--- src/rtl/output_requantizer.sv ---
// Output requantizer: rounds and arithmetically right-shifts wide signed accumulator
// words by OUT_SCALE, then saturates them to OUT_WIDTH bits.
// Two-stage stall-able valid/ready pipeline with a saturating count of clipped words.
module output_requantizer #(
    parameter int unsigned IN_WIDTH  = 32,
    parameter int unsigned OUT_WIDTH = 8,
    parameter int unsigned OUT_SCALE = 0
) (
    input  logic                 clk,
    input  logic                 arst_n_in,
    input  logic                 in_valid,
    output logic                 in_ready,
    input  logic [IN_WIDTH-1:0]  in_data,
    output logic                 out_valid,
    input  logic                 out_ready,
    output logic [OUT_WIDTH-1:0] out_data,
    output logic                 out_sat,
    input  logic                 clear_sat,
    output logic [15:0]          sat_count
);

    // One extra bit of headroom so the rounding bias can never overflow.
    localparam int unsigned SW = IN_WIDTH + 1;

    // The shift amount for the bias is clamped at 0 so the unused branch stays legal.
    localparam int unsigned BiasShift = (OUT_SCALE > 0) ? OUT_SCALE - 1 : 0;
    localparam logic [SW-1:0] RoundBias = (OUT_SCALE > 0) ? (SW'(1) << BiasShift) : '0;

    // Representable output range, sign-extended to the S1 width.
    localparam logic signed [SW-1:0] SatMax =
        {{(IN_WIDTH - OUT_WIDTH + 2){1'b0}}, {(OUT_WIDTH - 1){1'b1}}};
    localparam logic signed [SW-1:0] SatMin =
        {{(IN_WIDTH - OUT_WIDTH + 2){1'b1}}, {(OUT_WIDTH - 1){1'b0}}};

    logic                 s1_v_q;
    logic signed [SW-1:0] s1_q;
    logic signed [SW-1:0] s1_d;
    logic [SW-1:0]        in_biased;

    logic                 s2_v_q;
    logic [OUT_WIDTH-1:0] s2_data_q;
    logic [OUT_WIDTH-1:0] s2_data_d;
    logic                 s2_sat_q;
    logic                 s2_sat_d;

    logic [15:0]          sat_cnt_q;
    logic [15:0]          sat_cnt_d;

    logic                 s1_adv;
    logic                 s2_adv;

    // Handshake: a stage advances when it is empty or the stage after it advances.
    always_comb begin
        s2_adv   = !s2_v_q || out_ready;
        s1_adv   = !s1_v_q || s2_adv;
        in_ready = s1_adv;
    end

    // Round-half-up then arithmetic shift; OUT_SCALE=0 passes the word through.
    always_comb begin
        in_biased = {in_data[IN_WIDTH-1], in_data} + RoundBias;
        s1_d      = $signed(in_biased) >>> OUT_SCALE;
    end

    // Stage 1 register: rounded, shifted value.
    always_ff @(posedge clk or negedge arst_n_in) begin
        if (!arst_n_in) begin
            s1_v_q <= 1'b0;
            s1_q   <= '0;
        end else if (s1_adv) begin
            s1_v_q <= in_valid;
            s1_q   <= s1_d;
        end
    end

    // Clip the S1 value to the signed output range.
    always_comb begin
        s2_data_d = s1_q[OUT_WIDTH-1:0];
        s2_sat_d  = 1'b0;
        if (s1_q > SatMax) begin
            s2_data_d = SatMax[OUT_WIDTH-1:0];
            s2_sat_d  = 1'b1;
        end else if (s1_q < SatMin) begin
            s2_data_d = SatMin[OUT_WIDTH-1:0];
            s2_sat_d  = 1'b1;
        end
    end

    // Stage 2 register: saturated output word and its clip flag.
    always_ff @(posedge clk or negedge arst_n_in) begin
        if (!arst_n_in) begin
            s2_v_q    <= 1'b0;
            s2_data_q <= '0;
            s2_sat_q  <= 1'b0;
        end else if (s2_adv) begin
            s2_v_q    <= s1_v_q;
            s2_data_q <= s2_data_d;
            s2_sat_q  <= s2_sat_d;
        end
    end

    // Count clipped words as they load into S2; sticks at all-ones, clear wins.
    always_comb begin
        sat_cnt_d = sat_cnt_q;
        if (clear_sat) begin
            sat_cnt_d = '0;
        end else if (s2_adv && s1_v_q && s2_sat_d && (sat_cnt_q != 16'hFFFF)) begin
            sat_cnt_d = sat_cnt_q + 16'd1;
        end
    end

    // Saturation counter register.
    always_ff @(posedge clk or negedge arst_n_in) begin
        if (!arst_n_in) begin
            sat_cnt_q <= '0;
        end else begin
            sat_cnt_q <= sat_cnt_d;
        end
    end

    // Drive outputs straight from S2 so they are stable while stalled.
    always_comb begin
        out_valid = s2_v_q;
        out_data  = s2_data_q;
        out_sat   = s2_sat_q;
        sat_count = sat_cnt_q;
    end

endmodule
--- config.mk ---
export PLATFORM = sky130hd
export DESIGN_NAME = output_requantizer
export DESIGN_NICKNAME = d
export VERILOG_FILES = /design/src/rtl/output_requantizer.sv
export SDC_FILE = /design/constraint.sdc
export NUM_CORES = 1
export LEC_CHECK = 0
export CAP_MARGIN = 20
export CORE_ASPECT_RATIO = 1.1
export CORE_UTILIZATION = 40
export DETAILED_ROUTE_END_ITERATION = 16
export PLACE_DENSITY_LB_ADDON = 0.25
export SLEW_MARGIN = 20
export SYNTH_ARGS = -nofsm -noshare
export SYNTH_HDL_FRONTEND = slang
export SYNTH_SLANG_ARGS = --single-unit
--- constraint.sdc ---
create_clock -name clk -period 2.9 [get_ports clk]
set_input_delay 0.435 -clock clk [delete_from_list [all_inputs] [get_ports clk]]
set_output_delay 0.435 -clock clk [all_outputs]
set_load 0.05 [all_outputs]
==> metrics.yaml, run 1 <==
route:
  num_vias: 2061
  antenna_left: 0
  drc: 0
  drt_iter0_drc: 71
  vias_per_cell: 5.44
  wl_per_cell_um: 14.9
  drt-pass1-iter-count: 4
  wl_um: 5660
clock_tree:
  clkSinkCount: 59
  root_buffer: "clkbuf_8"
  numCtsBuffers: 9
  cts_buffer_depth: 2
  cts_tree: "done"
  clk_latency_ns: 0.33
  postCtsResizedCells: 0
  htree_levels: 3
  cts.clk_slew.worst_paths_ns: 0.06
synthesis:
  synth.net_count: 266
  synth_top_family_by_area: "simple AND/OR/NAND/NOR gates"
  yosys-top-cells-area: "dfrtp_1 55%, mux2_2 14%, or4_1 3.4%"
  synth_compound_area_share_pct: 9.00
  synth.area.mux_share_pct: 14.4
  seq_area_frac_synth_pct: 55.0
  synth.most_common_cell: "dfrtp_1"
  synth-simple-area-share_pct: 18.5
  synth_top_area_share_pct: 55.0
  yosysTopAreaCell: "dfrtp_1"
  synth-edff-count: 0
  netlist_instances: 228
  yosysUniqueCellTypes: 34
  avgSynthCellArea_um2: 11.8
  async_flop_share_pct: 100
  syn-cell-area_um2: 2680
  synthFlopType: "dfrtp_1"
  synth_xor_xnor_area_share_pct: 0
  synth_fa_ha_area_share_pct: 0.466
  ys_ff_latch: 59
  yosys-top-cells-count: "59 x dfrtp_1, 33 x mux2_2, 16 x a21oi_1"
  yosys_warnings: 0
floorplanning:
  fp.dieH_um: 87.9
  coreArea_um2: 6310
  dieArea_um2: 7040
  die_w_um: 80.1
  rows: 30
  io_pins: 64
  start_util_pct: 42.6
grt:
  overflow: 0
  antenna_found_initial: 0
  grt_pass1_wl_um: 9530
  grt_max_degree: 48
  grt_usage_pct: 18.2
  grt_pass1_vias: 1973
power:
  power.internal_mw: 1.37
  power_frac_comb_pct: 17.4
  clkPwrFrac_pct: 33.0
  switchingPower_mw: 0.531
  ir_drop_mv: 0.329
  p_leak_nw: 1.41
  pwr-share-seq_pct: 49.6
  swShare_pct: 28.0
  power_density_nw_per_um2: 535
  power_mw: 1.90
place:
  gp_congestion: 0.768
  hpwl_um: 4020
  numPortBuffers: 63
timing:
  skew_ns: 0.00520
  slew_violations: 0
  fin_tns_setup_ns: 0
  whs_ns: 0.482
  setup_viol: 0
  relSlewSlack_pct: 57.8
  rsz0062_at_grt: "false"
  fmaxAchievable_mhz: 445
  finalCritPeriodShare_pct: 77.5
  period_needed_ns: 2.25
  finalHoldViolations: 0
  worst_slew_pin_slew_ns: 0.630
critical_path:
  reg2regPathDepth: 6
  path_max_fanout: 13
  crit_required_ns: 2.47
  worstSetupStartpointType: "input pin"
  reg2reg_to: "sat_count[15]"
  setup.worst_path.end_class: "output port"
  r2r_setup_slack_ns: 0.79
  r2r-start: "sat_count[0]"
  worstSetupPathType: "input pin to output port"
  crit_arrival_ns: 1.81
hold_path:
  hp-class: "flip-flop to flip-flop"
  min_to: "out_data[0]"
  hold_path_depth: 2
  min_from: "out_data[0]"
finish:
  antenna_cells: 0
  nNetsFinal: 333
  drive_above_1_share_pct: 20.7
  fin_util_pct: 56.3
  syn2layout_area_growth_pct: 32.3
job:
  maxCapViolCount: 0
run_status:
  run_status: "finished, final reports clean"
## power by group through the flow
stage	sequential, mW	combinational (mW)	clock [mW]
global route	0.951	0.356	0.680
finish	0.942	0.330	0.626
global placement	0.954	0.327	0
detailed placement	0.957	0.333	0
floorplan	1.02	0.117	0
CTS	0.942	0.335	0.646
## metrics by stage
stage | instance area [µm²] | setup slack, ns | instances
final | 3550 | 0.652 | 379
after global routing | 3550 | 0.539 | 379
after CTS | 3550 | 0.630 | 379
after detailed placement | 3380 | 0.590 | 363
after global placement | 3380 | 0.650 | 363
after floorplan | 2680 | 0.694 | 228
## what timing repair did
| item | 4_1_cts | 5_1_grt |
|---|---|---|
| endpoints found under the hold margin | 12 | 0 |
| hold buffers | 1 | 0 |
| setup buffers | 0 | 0 |
## worst max-delay path, stage by stage
cell and delay, ns:
clkdlybuf4s50_1 0.42, nor2b_1 0.21, nand2_1 0.39, buf_4 0.35
## worst max-delay path by stage
| stage | to | cells past startpoint | slack, ns | start |
|---|---|---|---|---|
| 3_5_place_dp | sat_count[12] | 6 | 0.59 | out_ready |
| 2_1_floorplan | s1_q[10] | 4 | 0.69 | out_valid |
| 6_report | in_ready | 4 | 0.65 | out_ready |
| 3_3_place_gp | sat_count[13] | 6 | 0.65 | out_ready |
| 4_1_cts | in_ready | 4 | 0.63 | out_ready |
| 5_1_grt | in_ready | 4 | 0.54 | out_ready |
## area by class of cell
class,count,area [µm²]
multi-input cells,157,1140
flip-flops and latches,59,1480
clock buffers,12,145
fillers,564,2760
clock inverters,3,15.0
well taps,80,100
repair buffers,68,676
## per-layer routing
layer / wire length, µm / track usage (%) / part of all wire, %
met2: 2700 / 28.0 / 48
met3: 284 / 5.10 / 5.0
met1: 2550 / 23.1 / 45
met5: 0 / 0 / 0
met4: 130 / 10.1 / 2.3
## cells by family after synthesis
family | count (synthesis)
adder cells (fa/ha/maj) | 1
flip-flops | 59
AO/OA/AOI/OAI | 41
AND/OR/NAND/NOR | 81
multiplexers | 34
buffers and inverters | 12
## state kept, by name (all words and copies together), names as in the netlist
signal / count
s1_q: 32
sat_count: 16
out_data: 8
out_sat: 1
out_valid: 1
s1_v_q: 1
## layout by cell type, fill, tap and decap left out, types with 2 or more instances in the layout
cell type / n
nor2b_1: 2
o21ai_1: 5
nand2_1: 15
or4_1: 12
a21oi_1: 16
clkbuf_1: 2
or3_1: 3
and3_1: 3
dfrtp_1: 59
buf_4: 4
o21ai_0: 7
clkbuf_8: 10
and4_1: 4
clkdlybuf4s50_1: 61
nor2_1: 10
o31ai_1: 11
nor4_1: 5
mux2_2: 33
nand4_1: 8
nand3_1: 9
clkinv_2: 3
nor3_2: 2
No activity file was read; power rests on OpenSTA's default activity.
==> run 2: changes to the inputs <==
==> constraint.sdc (replaced) <==
create_clock -name clk -period 2.3 [get_ports clk]
set_input_delay 0.345 -clock clk [delete_from_list [all_inputs] [get_ports clk]]
set_output_delay 0.345 -clock clk [all_outputs]
set_load 0.05 [all_outputs]
==> metrics.yaml, run 2 (synthesized netlist as in run 1, its figures left out) <==
route:
  drt_iter0_drc: 55  # -23%
  antenna_left: 0  # unchanged
  top_layer: "met4"
  num_vias: 2074  # +0.63%
  wl_um: 5480  # -3.2%
  drt-met1-wl_um: 2390  # -6.3%
  met3WireLength_um: 304  # +7.0%
  drc: 0  # unchanged
  dr_wl_met2_um: 2710  # +0.30%
  vias_per_cell: 5.42  # -0.42%
  drt-pass1-iter-count: 4  # unchanged
  wl_per_cell_um: 14.3  # -4.2%
grt:
  grt_usage_pct: 17.9  # -0.27 points
  antenna_found_initial: 0  # unchanged
  grt_pass1_vias: 2091  # +6.0%
  grt_pass1_wl_um: 9490  # -0.43%
  grt_max_degree: 35  # -27%
  overflow: 0  # unchanged
place:
  place_ws_ns: 0.162  # -0.428 ns
  gp_congestion: 0.792  # +3.1%
  dp.cells: 367  # +1.1%
  dpl_cell_area_um2: 3410  # +0.89%
  numPortBuffers: 63  # unchanged
  hpwl_um: 3900  # -3.0%
finish:
  final_common_cell: "clkdlybuf4s50_1"
  fin_util_pct: 57.7  # +1.4 points
  stdcell_count: 383  # +1.1%
  largest_register_ffs: 32  # unchanged
  antenna_cells: 0  # unchanged
  syn2layout_area_growth_pct: 35.5
  post-route-cell-area_um2: 3640  # +2.4%
  final_cell_mix: "61 x clkdlybuf4s50_1, 59 x dfrtp_1, 33 x mux2_2"
  drive_above_1_share_pct: 22.8  # +2.0 points
  nNetsFinal: 336  # +0.90%
  regMostFlops: "s1_q"
timing:
  fin_tns_setup_ns: 0  # unchanged
  skew_ns: 0.00866  # +0.00346 ns
  timing.final.ws_setup_ns: 0.234  # -0.419 ns
  worst_slew_pin_slew_ns: 0.694  # +0.0638 ns
  finalCritPeriodShare_pct: 89.8
  period_needed_ns: 2.07
  slew_violations: 0  # unchanged
  finalHoldViolations: 0  # unchanged
  relSlewSlack_pct: 53.7  # -4.1 points
  setup_viol: 0  # unchanged
  rsz0062_at_grt: "false"
  fmaxAchievable_mhz: 484
floorplanning:
  fp.dieH_um: 87.9  # unchanged
  coreArea_um2: 6310  # unchanged
  die_w_um: 80.1  # unchanged
  rows: 30  # unchanged
  start_util_pct: 42.6  # unchanged
  dieArea_um2: 7040  # unchanged
  io_pins: 64  # unchanged
critical_path:
  reg2regPathDepth: 6  # unchanged
  path_cells: "ha_1 > and3_1 > nand4_4 > nand2_2 > or4_1 > a21oi_1"
  worstSetupStartpointType: "flip-flop"
  r2r-start: "sat_count[0]"
  setup.worst_path.end_class: "flip-flop"
  crit_required_ns: 2.55  # +0.08 ns
  crit_arrival_ns: 2.32  # +0.51 ns
  r2r_setup_slack_ns: 0.23  # -0.56 ns
  path_max_fanout: 23  # +10
  worstSetupPathType: "flip-flop to flip-flop"
  critPathBufInv: 0  # -2
  cp_slowest_stage_delay_ns: 0.54  # +0.12 ns
  reg2reg_to: "sat_count[9]"
  cpMaxStageDelayCell: "or4_1"
  cpLargestDelayFamily: "simple AND/OR/NAND/NOR gates"
clock_tree:
  clkSinkCount: 59  # unchanged
  root_buffer: "clkbuf_8"
  hold_buffers: 0  # -1
  cts_buffer_depth: 2  # unchanged
  postCtsResizedCells: 0  # unchanged
  clk_latency_ns: 0.33  # about the same
  cts.clk_slew.worst_paths_ns: 0.07  # about the same
  post_cts_buffers: 0  # unchanged
  cts_tree: "done"
  htree_levels: 3  # unchanged
  numCtsBuffers: 9  # unchanged
power:
  ir_drop_mv: 0.386  # +17%
  p_leak_nw: 1.45  # +3.4%
  power_density_nw_per_um2: 734  # +37%
run_status:
  run_status: "finished, final reports clean"
job:
  maxCapViolCount: 0  # unchanged
hold_path:
  hp-class: "input pin to async pin"
-- run 2: area by class of cell --
class	count	area [µm²]
fillers	560	2670
flip-flops and latches	59	1480
multi-input cells	157	1140
repair buffers	71	696
clock buffers	11	151
well taps	80	100
clock inverters	5	75.1
-- run 2: how the worst max path moves through the flow --
stage                 startpoint             to  slack [ns]  cells after the start
floorplan              out_valid       s1_q[10]        0.09                      4
global placement       out_ready   sat_count[5]        0.20                      6
detailed placement     out_ready   sat_count[5]        0.16                      6
CTS                 sat_count[0]   sat_count[9]        0.24                      6
global route        sat_count[0]  sat_count[13]        0.11                      6
finish              sat_count[0]   sat_count[9]        0.23                      6
-- run 2: where the power goes --
group / switching (mW) / leakage (nW) / internal, mW
registers: 0.0622 / 0.726 / 1.12
clock network: 0.397 / 0.119 / 0.663
logic: 0.226 / 0.608 / 0.196
-- run 2: routing by layer --
layer,GRT usage (%),vias up
li1,-,997
met1,21.0,1014
met2,29.8,54
met3,5.10,9
met4,9.42,0
met5,0,-
-- run 2: per-stage QoR --
step	total power [mW]	hold slack (ns)
6_report	2.67	0.0547
5_1_grt	2.79	0.100
4_1_cts	2.70	0.0700
3_5_place_dp	1.63	0.424
3_3_place_gp	1.62	0.421
2_1_floorplan	1.44	0.0494
